[config.mk]
export PLATFORM = sky130hd
export DESIGN_NAME = load_store_unit
export DESIGN_NICKNAME = d
export VERILOG_FILES = /design/src/rtl/load_store_unit.sv
export SDC_FILE = /design/constraint.sdc
export NUM_CORES = 1
export LEC_CHECK = 0
export CAP_MARGIN = 20
export CELL_PAD_IN_SITES_DETAIL_PLACEMENT = 1
export CELL_PAD_IN_SITES_GLOBAL_PLACEMENT = 2
export CORE_UTILIZATION = 28
export CTS_BUF_LIST = sky130_fd_sc_hd__clkbuf_4 sky130_fd_sc_hd__clkbuf_8
export DETAILED_ROUTE_END_ITERATION = 12
export MAX_ROUTING_LAYER = met4
export PLACE_DENSITY = 0.92
export SLEW_MARGIN = 30
export SYNTH_ARGS = -nofsm -noshare
export SYNTH_HDL_FRONTEND = slang
export SYNTH_SLANG_ARGS = --single-unit
[constraint.sdc]
create_clock -name clk -period 2.5 [get_ports clk]
set_input_delay 0.375 -clock clk [delete_from_list [all_inputs] [get_ports clk]]
set_output_delay 0.375 -clock clk [all_outputs]
set_load 0.02 [all_outputs]
[src/rtl/load_store_unit.sv]
// load_store_unit: memory-access stage between MEM and a word-wide,
// byte-addressed data memory. Byte/half/word loads with sign or zero
// extension; sub-word stores use read-modify-write.
// Optional build macro: LSU_MISALIGN_TRAP_EN (misaligned requests answer
// with rsp_err instead of being silently aligned to the natural boundary).
//
// state | meaning
// IDLE  | ready for a request; response of the previous one is visible
// RD    | memory word being read (load result, or merge for sub-word store)
// WR    | memory write cycle (word store data or merged word)
// ERR   | misaligned request being answered with rsp_err (macro only)
module load_store_unit (
  input  logic        clk,
  input  logic        rst,
  input  logic        req_valid,
  output logic        req_ready,
  input  logic        req_we,
  input  logic [1:0]  req_size,
  input  logic        req_unsigned,
  input  logic [31:0] req_addr,
  input  logic [31:0] req_wdata,
  output logic        rsp_valid,
  output logic [31:0] rsp_rdata,
  output logic        rsp_err,
  output logic [31:0] mem_A,
  output logic [31:0] mem_WD,
  output logic        mem_WE,
  input  logic [31:0] mem_RD
);

`ifdef LSU_MISALIGN_TRAP_EN
  typedef enum logic [1:0] {IDLE = 2'd0, RD = 2'd1, WR = 2'd2, ERR = 2'd3} state_t;
`else
  typedef enum logic [1:0] {IDLE = 2'd0, RD = 2'd1, WR = 2'd2} state_t;
`endif

  state_t      state, state_d;
  logic [31:0] addr_q, wdata_q, merge_q, merge_d;
  logic [1:0]  size_q;
  logic        we_q, uns_q;
  logic        rsp_valid_d;
  logic [31:0] rsp_rdata_d;
  logic        accept;
  logic        req_is_word, req_is_half;
  logic [31:0] req_addr_eff;
  logic        is_word, is_half;
  logic [7:0]  byte_lane;
  logic [15:0] half_lane;
  logic [31:0] load_data, merged;

  assign accept      = req_valid & req_ready;
  assign req_is_word = req_size[1];
  assign req_is_half = (req_size == 2'b01);

`ifdef LSU_MISALIGN_TRAP_EN
  logic req_misaligned;
  logic rsp_err_q, rsp_err_d;
  assign req_misaligned = (req_is_half & req_addr[0]) | (req_is_word & (|req_addr[1:0]));
  assign req_addr_eff   = req_addr;
  assign rsp_err        = rsp_err_q;
`else
  // Misaligned accesses fold down to the natural boundary of their size.
  assign req_addr_eff = req_is_word ? {req_addr[31:2], 2'b00} :
                        req_is_half ? {req_addr[31:1], 1'b0}  : req_addr;
  assign rsp_err      = 1'b0;
`endif

  assign is_word = size_q[1];
  assign is_half = ~size_q[1] & size_q[0];

  assign req_ready = (state == IDLE);
  assign mem_A     = {addr_q[31:2], 2'b00};
  assign mem_WE    = (state == WR) & ~rst;
  assign mem_WD    = (state == WR) ? (is_word ? wdata_q : merge_q) : 32'd0;

  // Little-endian lane selection and load extension
  always_comb begin
    byte_lane = mem_RD[{addr_q[1:0], 3'b000} +: 8];
    half_lane = addr_q[1] ? mem_RD[31:16] : mem_RD[15:0];
    if (is_word)
      load_data = mem_RD;
    else if (is_half)
      load_data = {{16{~uns_q & half_lane[15]}}, half_lane};
    else
      load_data = {{24{~uns_q & byte_lane[7]}}, byte_lane};
  end

  // Merge store data into the addressed lane of the word just read
  always_comb begin
    merged = mem_RD;
    if (is_half) begin
      if (addr_q[1])
        merged[31:16] = wdata_q[15:0];
      else
        merged[15:0] = wdata_q[15:0];
    end else begin
      merged[{addr_q[1:0], 3'b000} +: 8] = wdata_q[7:0];
    end
  end

  // Next state and next response values
  always_comb begin
    state_d     = state;
    rsp_valid_d = 1'b0;
    rsp_rdata_d = 32'd0;
    merge_d     = merge_q;
`ifdef LSU_MISALIGN_TRAP_EN
    rsp_err_d   = 1'b0;
`endif
    case (state)
      IDLE: begin
        if (accept) begin
          if (req_we && req_is_word)
            state_d = WR;
          else
            state_d = RD;
`ifdef LSU_MISALIGN_TRAP_EN
          if (req_misaligned)
            state_d = ERR;
`endif
        end
      end
      RD: begin
        if (we_q) begin
          merge_d = merged;
          state_d = WR;
        end else begin
          rsp_valid_d = 1'b1;
          rsp_rdata_d = load_data;
          state_d     = IDLE;
        end
      end
      WR: begin
        rsp_valid_d = 1'b1;
        state_d     = IDLE;
      end
`ifdef LSU_MISALIGN_TRAP_EN
      ERR: begin
        rsp_valid_d = 1'b1;
        rsp_err_d   = 1'b1;
        state_d     = IDLE;
      end
`endif
      default: state_d = IDLE;
    endcase
  end

  // State register
  always_ff @(posedge clk) begin
    if (rst)
      state <= IDLE;
    else
      state <= state_d;
  end

  // Request capture, merge buffer and registered response
  always_ff @(posedge clk) begin
    if (rst) begin
      addr_q    <= 32'd0;
      size_q    <= 2'd0;
      we_q      <= 1'b0;
      uns_q     <= 1'b0;
      wdata_q   <= 32'd0;
      merge_q   <= 32'd0;
      rsp_valid <= 1'b0;
      rsp_rdata <= 32'd0;
`ifdef LSU_MISALIGN_TRAP_EN
      rsp_err_q <= 1'b0;
`endif
    end else begin
      if (accept) begin
        addr_q  <= req_addr_eff;
        size_q  <= req_size;
        we_q    <= req_we;
        uns_q   <= req_unsigned;
        wdata_q <= req_wdata;
      end
      merge_q   <= merge_d;
      rsp_valid <= rsp_valid_d;
      rsp_rdata <= rsp_rdata_d;
`ifdef LSU_MISALIGN_TRAP_EN
      rsp_err_q <= rsp_err_d;
`endif
    end
  end

endmodule

==> metrics.csv <==
stage,metric,value,unit
outcome,status,"complete, no violations",
timing,finalSetupViolations,0,
timing,rsz0062_at_grt,no,
die,die_h,157,um
route,ant_nets,0,
synthesis,syn_area,6720,um^2
global_routing,grt_pass1_vias,6275,
global_routing,grt_overflow,0,
route,drt_first_pass_iters,5,
pwr,total_power,5.21,mW
worst_setup_path,worstSetupPathType,reg -> out,
worst_setup_path,cp-start-kind,register,
clock_tree,cts_buffer_depth,2,
route,vias,6346,
clock_tree,cts_buffers,17,
final_layout,register_area,2710,um^2
clock_tree,clkLatencyLatePin,0.46,ns
global_routing,grt_max_degree,67,
placed_design,gp_congestion,0.830,
worst_setup_path,timing.rr.end,merge_q[28]$_SDFFE_PP0N_,
final_layout,num-fill-cells,2747,
pwr,leakage,3.43,nW
min_path,hold_path_startpoint,rst,
worst_setup_path,critPathRequiredTime,2.12,ns
pwr,peakVddDrop,391,uV
synthesis,synth-edff-count,0,
synthesis,ys_seq_area_share,40.2,%
timing,final_hold_viol_count,0,
die,std_cell_rows,56,
worst_setup_path,setup.worst_path.end_class,output port,
die,chipWidth,157,um
worst_setup_path,crit_arrival,2.01,ns
pwr,pwr-share-clk,35.7,%
run,maxCapViolations,0,
worst_setup_path,reg2reg_depth,6,
min_path,worstHoldPathCells,2,
die,io_pins,203,
timing,max_freq,0.420,GHz
pwr,p_switching,1.56,mW
die,core,23500,um^2
final_layout,finalNetCount,1054,
pwr,pwr-share-seq,45.0,%
timing,fin_tns_setup,0,ns
pwr,power_density,563,nW/um^2
synthesis,avgSynthCellArea,8.44,um^2
synthesis,synth_cell_types,44,
synthesis,ys_warn_count,0,
timing,hold_slack,0.290,ns
clock_tree,cts_hold_buf,0,
final_layout,final_layout_size_suffix_gt1_share,9.31,%
global_routing,grt_pass1_wl,35600,um
final_layout,syn_to_final_growth,37.6,%
worst_setup_path,reg2reg_slack,0.32,ns
worst_setup_path,crit_path_max_fanout,13,
clock_tree,cts_max_level,4,
pwr,combPwrFrac,19.3,%
route,wl,23800,um
final_layout,num_antenna_cells,0,
synthesis,yosys_register_bits,135,
placed_design,dp_hpwl,17300,um
synthesis,syn_inst,796,
timing,skew,0.0123,ns
timing,min_period,2.38,ns
final_layout,final_util,39.4,%
final_layout,multi_input_area,3400,um^2
min_path,hold_path_end,wdata_q[5]$_SDFFE_PP0P_,
die,die_area,24600,um^2
clock_tree,cts_tree,done,
clock_tree,cts_root_buffer,clkbuf_8,
clock_tree,clkTransAtPathRegs,0.09,ns
timing,drv_slew,0,
die,initial_core_util,28.6,%
pwr,p_int,3.65,mW
timing,period_share,95.2,%
timing,tightest_slew,0.778,ns
min_path,holdCritPathClass,in -> reg,
route,wire_per_inst,18.7,um
synthesis,ys_async_sr_fraction,0,%
worst_setup_path,rr_startpoint,addr_q[0]$_SDFFE_PP0P_,
clock_tree,cts.sinks,135,
pwr,swShare,29.9,%
synthesis,yosys_most_used_dff,dfxtp_1,
route,vias_per_cell,4.98,
placed_design,io_buffers,199,
timing,slew_headroom,48.1,%
global_routing,grt.total_usage,19.8,%
global_routing,antenna_found_initial,0,
route,drc_errors,0,
route,drt-initial-drc-count,324,
[how the worst max path moves through the flow]
stage / from / end / slack, ns / cells past startpoint
after global placement: size_q[1]$_SDFFE_PP0P_ / merge_q[31]$_SDFFE_PP0N_ / 0.24 / 5
final: state[0]$_SDFFE_PP0P_ / mem_WD[6] / 0.12 / 5
after global routing: state[0]$_SDFFE_PP0P_ / mem_WD[2] / 0.004 / 5
after CTS: state[0]$_SDFFE_PP0P_ / mem_WD[21] / 0.003 / 5
after floorplan: addr_q[1]$_SDFFE_PP0P_ / merge_q[28]$_SDFFE_PP0N_ / 0.46 / 7
after detailed placement: size_q[1]$_SDFFE_PP0P_ / merge_q[28]$_SDFFE_PP0N_ / 0.21 / 5
[repair_timing]
item                                    in CTS  in global routing
resized for setup                            9                 18
hold endpoints to repair                     0                  0
endpoints found under the setup margin      25                 19
buffers inserted                             0                  3
gates cloned                                 0                  0
[routing by layer]
layer | GRT usage [%] | share of wire (%) | vias up
met1 | 25.6 | 46 | 3040
met2 | 30.0 | 44 | 240
met5 | - | 0 | -
met4 | 7.38 | 2.3 | 0
li1 | - | - | 3030
met3 | 4.57 | 7.0 | 36
[state kept, by name (all words and copies together), names as in the netlist]
register / flops
addr_q: 32
merge_q: 32
rsp_rdata: 32
rsp_valid: 1
size_q: 2
state: 2
uns_q: 1
wdata_q: 32
we_q: 1
[power by group through the flow]
stage | clock, mW | combinational, mW | sequential (mW)
floorplan | 0 | 0.572 | 2.37
detailed placement | 0 | 0.997 | 2.40
CTS | 1.92 | 1.00 | 2.35
finish | 1.86 | 1.01 | 2.34
global placement | 0 | 0.985 | 2.39
global route | 2.01 | 1.09 | 2.35
[cell usage after synthesis (all sizes together) (5+ instances only)]
cell | number | area [um^2]
ha | 8 | 100
and3 | 8 | 50.1
clkbuf | 39 | 146
nor2b | 33 | 206
a21oi | 94 | 474
a221oi | 32 | 280
a2111oi | 32 | 333
mux2i | 72 | 721
nor3 | 5 | 36.3
nand2b | 11 | 76.3
nor2 | 37 | 139
o22ai | 9 | 56.3
inv | 7 | 26.3
dfxtp | 135 | 2700
buf | 67 | 450
a221o | 6 | 60.1
nand2 | 176 | 663
[cells by family after synthesis]
| kind of cell | Yosys count | share of synthesized area (%) |
|---|---|---|
| AO/OA/AOI/OAI | 179 | 18.6 |
| adder cells (fa/ha/maj) | 8 | 1.49 |
| buffers and inverters | 114 | 9.33 |
| flip-flops | 135 | 40.2 |
| multiplexers | 73 | 10.9 |
| other | 1 | 0.0558 |
| AND/OR/NAND/NOR | 286 | 19.4 |
[stage by stage]
step / cells / instance area [um^2] / setup WS [ns]
after global placement: 1240 / 8780 / 0.243
after CTS: 1272 / 9170 / 0.00294
final: 1275 / 9250 / 0.119
after global routing: 1275 / 9250 / 0.00383
after floorplan: 798 / 6730 / 0.457
after detailed placement: 1240 / 8780 / 0.211
[cell type report]
type	instances	area share, %
multi-input combinational	549	36.8
inverter	8	0.325
timing repair buffer	232	25.0
clock inverter	13	1.39
sequential	135	29.3
clock buffer	19	2.83
tap	319	4.32
[layout by cell type (no fill, tap or decap), types with 9 or more instances in the layout]
| master | count |
|---|---|
| clkdlybuf4s50_1 | 173 |
| a2111oi_0 | 22 |
| dlymetal6s2s_1 | 18 |
| mux2i_1 | 72 |
| a221oi_1 | 32 |
| nor2_1 | 36 |
| a21oi_1 | 93 |
| clkbuf_8 | 19 |
| dfxtp_1 | 133 |
| buf_4 | 30 |
| nand2b_1 | 10 |
| nand2_1 | 174 |
| nor2b_1 | 33 |
| o22ai_1 | 9 |
[worst max-delay path, cell delays in order, from the launching register on]
cell             delay (ns)
dfxtp_1                0.32
inv_1                  0.09
ha_1                   0.19
buf_4                  0.18
nor2b_1                0.15
clkdlybuf4s50_1        0.61
No activity file was read; power rests on OpenSTA's default activity.
